## config.mk

```make
export PLATFORM = sky130hd
export DESIGN_NAME = store_buffer
export DESIGN_NICKNAME = d
export VERILOG_FILES = /design/src/rtl/mem_defs.sv /design/src/rtl/store_lane_gen.sv /design/src/rtl/store_buffer.sv
export SDC_FILE = /design/constraint.sdc
export NUM_CORES = 1
export LEC_CHECK = 0
export BUFFER_PORTS_ARGS = -buffer_cell sky130_fd_sc_hd__buf_2
export CAP_MARGIN = 0
export CORE_ASPECT_RATIO = 0.6
export CORE_UTILIZATION = 43
export DETAILED_ROUTE_END_ITERATION = 8
export GPL_TIMING_DRIVEN = 1
export PLACE_DENSITY = 0.82
export RECOVER_POWER = 50
export SETUP_SLACK_MARGIN = 0.2
export SLEW_MARGIN = 10
export SYNTH_ARGS = -nofsm -noshare
export SYNTH_HDL_FRONTEND = slang
export SYNTH_HIERARCHICAL = 1
export SYNTH_SLANG_ARGS = --single-unit
```

## constraint.sdc

```tcl
create_clock -name clk -period 2.5 [get_ports clk]
set_clock_uncertainty 0.15 [all_clocks]
set_input_delay 0.125 -clock clk [delete_from_list [all_inputs] [get_ports clk]]
set_output_delay 0.125 -clock clk [all_outputs]
set_load 0.02 [all_outputs]
```

## src/rtl/mem_defs.sv

```systemverilog
// Shared encodings for the MEM-stage store path and the load extraction block,
// so both ends of the data memory interface use one table.
package mem_defs;

    localparam logic [1:0] ST_NONE = 2'd0;
    localparam logic [1:0] ST_SW   = 2'd1;
    localparam logic [1:0] ST_SH   = 2'd2;
    localparam logic [1:0] ST_SB   = 2'd3;

    localparam logic [2:0] LD_NONE = 3'd0;
    localparam logic [2:0] LD_LW   = 3'd1;
    localparam logic [2:0] LD_LH   = 3'd2;
    localparam logic [2:0] LD_LHU  = 3'd3;
    localparam logic [2:0] LD_LB   = 3'd4;
    localparam logic [2:0] LD_LBU  = 3'd5;

    localparam logic [3:0] BE_ALL = 4'b1111;

endpackage

```

## src/rtl/store_lane_gen.sv

```systemverilog
// Combinational byte-enable, lane-replicated data and alignment check for one
// store request.
module store_lane_gen
    import mem_defs::*;
(
    input  logic [1:0]  sel_i,
    input  logic [1:0]  addr_lo_i,
    input  logic [31:0] data_i,
    output logic [3:0]  be_o,
    output logic [31:0] wdata_o,
    output logic        misalign_o
);

    // Sub-word data is replicated across all lanes so the enables alone pick the target bytes.
    always_comb begin
        be_o       = '0;
        wdata_o    = data_i;
        misalign_o = 1'b0;
        case (sel_i)
            ST_SW: begin
                be_o       = BE_ALL;
                misalign_o = (addr_lo_i != 2'b00);
            end
            ST_SH: begin
                be_o       = addr_lo_i[1] ? 4'b1100 : 4'b0011;
                wdata_o    = {2{data_i[15:0]}};
                misalign_o = addr_lo_i[0];
            end
            ST_SB: begin
                be_o    = 4'b0001 << addr_lo_i;
                wdata_o = {4{data_i[7:0]}};
            end
            default: ;
        endcase
    end

endmodule

```

## src/rtl/store_buffer.sv

```systemverilog
// Single-entry MEM-stage store buffer: accepts sw/sh/sb, holds one store until
// data memory acknowledges it, and forwards buffered bytes into same-word loads.
module store_buffer
    import mem_defs::*;
#(
    parameter int ADDR_W = 32,
    parameter int DATA_W = 32
) (
    input  logic              clk,
    input  logic              reset,
    input  logic              st_valid,
    output logic              st_ready,
    input  logic [1:0]        st_sel,
    input  logic [ADDR_W-1:0] st_addr,
    input  logic [DATA_W-1:0] st_data,
    output logic              st_misalign,
    output logic              mem_we,
    output logic [3:0]        mem_be,
    output logic [ADDR_W-1:0] mem_addr,
    output logic [DATA_W-1:0] mem_wdata,
    input  logic              mem_ack,
    input  logic [ADDR_W-1:0] ld_addr,
    input  logic [DATA_W-1:0] ld_word_in,
    output logic [DATA_W-1:0] ld_word_out,
    output logic              buf_empty
);

    localparam logic S_EMPTY = 1'b0;
    localparam logic S_FULL  = 1'b1;

    logic              state_q, state_d;
    logic [3:0]        be_q;
    logic [ADDR_W-1:0] addr_q;
    logic [DATA_W-1:0] wdata_q;
    logic              misalign_q;

    logic [3:0]        lane_be;
    logic [DATA_W-1:0] lane_wdata;
    logic              lane_misalign;
    logic              accept, load, fwd_hit;
    logic              unused_ld_lo;

    store_lane_gen u_lane_gen (
        .sel_i      (st_sel),
        .addr_lo_i  (st_addr[1:0]),
        .data_i     (st_data),
        .be_o       (lane_be),
        .wdata_o    (lane_wdata),
        .misalign_o (lane_misalign)
    );

    assign buf_empty = (state_q == S_EMPTY);
    assign st_ready  = buf_empty | mem_ack;
    assign accept    = st_valid & (st_sel != ST_NONE) & st_ready;
    assign load      = accept & ~lane_misalign;

    // A retire and a new load at the same edge keep the buffer full with no gap.
    always_comb begin
        state_d = state_q;
        case (state_q)
            S_EMPTY: if (load) state_d = S_FULL;
            S_FULL:  if (mem_ack && !load) state_d = S_EMPTY;
            default: state_d = S_EMPTY;
        endcase
    end

    always_ff @(posedge clk) begin
        if (reset) begin
            state_q    <= S_EMPTY;
            be_q       <= '0;
            addr_q     <= '0;
            wdata_q    <= '0;
            misalign_q <= 1'b0;
        end else begin
            state_q    <= state_d;
            misalign_q <= accept & lane_misalign;
            if (load) begin
                be_q    <= lane_be;
                addr_q  <= {st_addr[ADDR_W-1:2], 2'b00};
                wdata_q <= lane_wdata;
            end
        end
    end

    assign mem_we      = (state_q == S_FULL);
    assign mem_be      = be_q;
    assign mem_addr    = addr_q;
    assign mem_wdata   = wdata_q;
    assign st_misalign = misalign_q;

    assign fwd_hit      = mem_we && (ld_addr[ADDR_W-1:2] == addr_q[ADDR_W-1:2]);
    assign unused_ld_lo = ^ld_addr[1:0];

    always_comb begin
        ld_word_out = ld_word_in;
        if (fwd_hit) begin
            for (int i = 0; i < 4; i++) begin
                if (be_q[i]) ld_word_out[8*i +: 8] = wdata_q[8*i +: 8];
            end
        end
    end

endmodule

```

==> flow_metrics.tcl <==
set metrics [dict create \
    status "finished, violations left" \
    violations "negative setup slack" \
    slew_violations 0 \
    power_leakage_nw 2.66 \
    cp_max_fo 8 \
    wl_per_cell_um 16.6 \
    initial_core_util_pct 45.7 \
    yosys-top-cells-area "dfxtp_1, nand2_1, a21oi_1" \
    die-height_um 73.7 \
    worst_slack_ps -24.7 \
    wirelength_um 14000 \
    cts.clk_slew.worst_paths_ps 60 \
    cts_buffer_depth 2 \
    crit_path_start_kind "flop" \
    synth_top_area_share_pct 36.9 \
    clk_latency_ps 320 \
    combPwrFrac_pct 24.4 \
    place_ws_ps 53.8 \
    synth_cell_types 29 \
    worst_setup_path_end_kind "primary output" \
    track_usage_pct 30.4 \
    synthTopCellsByCount "nand2_1, a21oi_1, dfxtp_1" \
    setup_viol 22 \
    switching_power_w 0.000960 \
    critical_path_class "flop to primary output" \
    gp_congestion 0.894 \
    cp_slowest_cell "dfxtp_4" \
    vias 4534 \
    switching_share_pct 29.3 \
    clock-sinks 68 \
    grt_pass1_vias 4196 \
    drive_gt1_share_pct 41.7 \
    synth_edf_count 0 \
    numCtsBuffers 9 \
    critPathMaxStageDelay_ps 350 \
    ios 238 \
    fillers 645 \
    power_frac_seq_pct 37.3 \
    antenna_cells 0 \
    h-tree-depth 3 \
    vias_per_cell 5.37 \
    fin_cells 844 \
    firstDrtPassIters 5 \
    antenna_left 0 \
    synth_flop_cell "dfxtp_1" \
    finalHoldViolations 0 \
    tns_ps -234 \
    dp.final_hpwl_um 9580 \
    grt_max_degree 35 \
    worstMarginPinSlew_ps 632 \
    avgSynthCellArea_um2 7.77 \
    rsz0062_at_grt "true" \
    core_um2 8070 \
    finalWorstPathRequiredPeriod_ps 2520 \
    drc 0 \
    r2r_slack_ps 670 \
    peakVddDrop_mv 0.356 \
    fp.dieArea_um2 8960 \
    post-synth-top-count-cell "nand2_1" \
    reg2reg_depth 6 \
    root_buffer "clkbuf_16" \
    power.total_w 0.00328 \
    p_int_w 0.00232 \
    port_buffers 233 \
    drtIter0Drc 329 \
    grt_first_pass_wirelength_um 20300 \
    hold_class "primary input to flop" \
    yosys.area.top_type "dfxtp_1" \
    synth.cell_area_um2 3680 \
    area_growth_pct 56.6 \
    synth_warnings 6 \
    worstHoldPathCells 5 \
    critical-path-top-cell-by-count "buf_6" \
    max_cap_viol_count 0 \
    ys_ff_latch 68 \
    crit_chain "xnor2_2, nand4_1, nor4_4, buf_6, nand4_4, buf_8, mux2_2, buf_6" \
    die_x_um 122 \
    overflow 0 \
    arrival_ps 2250 \
    syn_inst 474 \
    clockPowerShare_pct 38.3 \
    powerDensity_nw_per_um2 567 \
    timing.fmax_mhz 396 \
    cts_tree "built" \
    synth.yosys.seq_area_share_pct 36.9 \
    nets 871 \
    max_slew_margin_pct 57.9 \
    finalCritPeriodShare_pct 101 \
    grt_antenna_before_repair 0 \
    rows 25 \
    dp_cells 787 \
    synth-async-reset-ratio_pct 0 \
    worstPathRequired_ps 2230 \
]
## path summary, 6_finish.rpt
path	start	end
max	mem_addr[23]$_SDFFE_PP0P_	ld_word_out[6]
min	st_data[17]	mem_wdata[17]$_SDFFE_PP0P_
max reg2reg	mem_we$_SDFF_PP0_	mem_addr[27]$_SDFFE_PP0P_
min reg2reg	mem_addr[2]$_SDFFE_PP0P_	mem_addr[2]$_SDFFE_PP0P_
## stage by stage
step	cell area (um^2)	utilization [%]	hold WS, ps
2_1_floorplan	3690	-	111
3_3_place_gp	4860	60.2	216
3_5_place_dp	4860	60.2	220
4_1_cts	5760	71.3	2.22
5_1_grt	5770	71.5	20.3
6_report	5770	71.5	5.76
## routing by layer
layer | share of wire (%) | routed length [um] | global-route usage [%] | up-vias
li1 | - | - | - | 2107
met1 | 40 | 5670 | 37.6 | 2083
met2 | 48 | 6680 | 51.1 | 298
met3 | 9.0 | 1260 | 7.45 | 46
met4 | 2.9 | 411 | 12.2 | 0
met5 | 0 | 0 | 0 | -
## critical path, delay by kind of cell, from the launching register on
kind,cells,cell delay [ps]
simple gates,3,670
buf+inv,3,480
xor+xnor,1,130
mux,1,290
flops,1,350
## layout make-up
| type | instances | area [um^2] | area share [%] |
|---|---|---|---|
| Multi-Input combinational cell | 362 | 2180 | 37.7 |
| Timing Repair Buffer | 287 | 1770 | 30.7 |
| Sequential cell | 68 | 1380 | 23.9 |
| Clock buffer | 12 | 256 | 4.44 |
| Tap cell | 108 | 135 | 2.34 |
| Clock inverter | 2 | 35.0 | 0.607 |
| Inverter | 5 | 18.8 | 0.325 |
## flip-flops by register name, summed over array words and instances, names as in the netlist
| register | flops |
|---|---|
| mem_addr | 30 |
| mem_we | 1 |
| mem_wdata | 32 |
| st_misalign | 1 |
| mem_be | 4 |
## repair_timing
item / 4_1_cts / 5_1_grt
endpoints found under the setup margin: 32 / 32
gates cloned: 0 / 0
hold endpoints to repair: 40 / 0
hold buffers: 40 / 0
pin swaps: 6 / 4
resized for setup: 51 / 11
setup buffers: 3 / 0
## layout by cell type (no fill, tap or decap), types with 2 or more instances in the layout
cell and count:
buf_2 200, nand2_1 139, a21oi_1 86, dfxtp_1 57, dlygate4sd3_1 40, mux2_2 37, xnor2_1 25, buf_6 19
clkbuf_1 17, nor3_1 14, buf_4 11, dfxtp_2 10, clkbuf_16 9, nor2_1 8, nand4_1 7, a211oi_1 7
o21ai_0 6, inv_1 5, xnor2_2 5, ha_1 4, nand3_1 3, nand4_4 3, nand2b_1 3, nor2_4 2
conb_1 2, clkbuf_8 2
## power by group through the flow
stage | registers (W) | clock network (W) | logic, W
after detailed placement | 0.00124 | 0 | 0.000701
after CTS | 0.00122 | 0.00127 | 0.000781
final | 0.00122 | 0.00125 | 0.000800
after global routing | 0.00123 | 0.00133 | 0.000856
after floorplan | 0.00131 | 0 | 0.000350
after global placement | 0.00123 | 0 | 0.000683
## logic make-up after synthesis
group                    count (synthesis)  synth area share (%)
AO/OA/AOI/OAI                          103                  14.7
XOR/XNOR                                30                  7.13
adder cells (fa/ha/maj)                  4                  1.36
buffers and inverters                   45                  6.42
flip-flops                              68                  36.9
multiplexers                            38                  11.6
other                                    1                 0.102
AND/OR/NAND/NOR                        185                  21.8
Note: power is estimated with default switching activity, not from simulation.
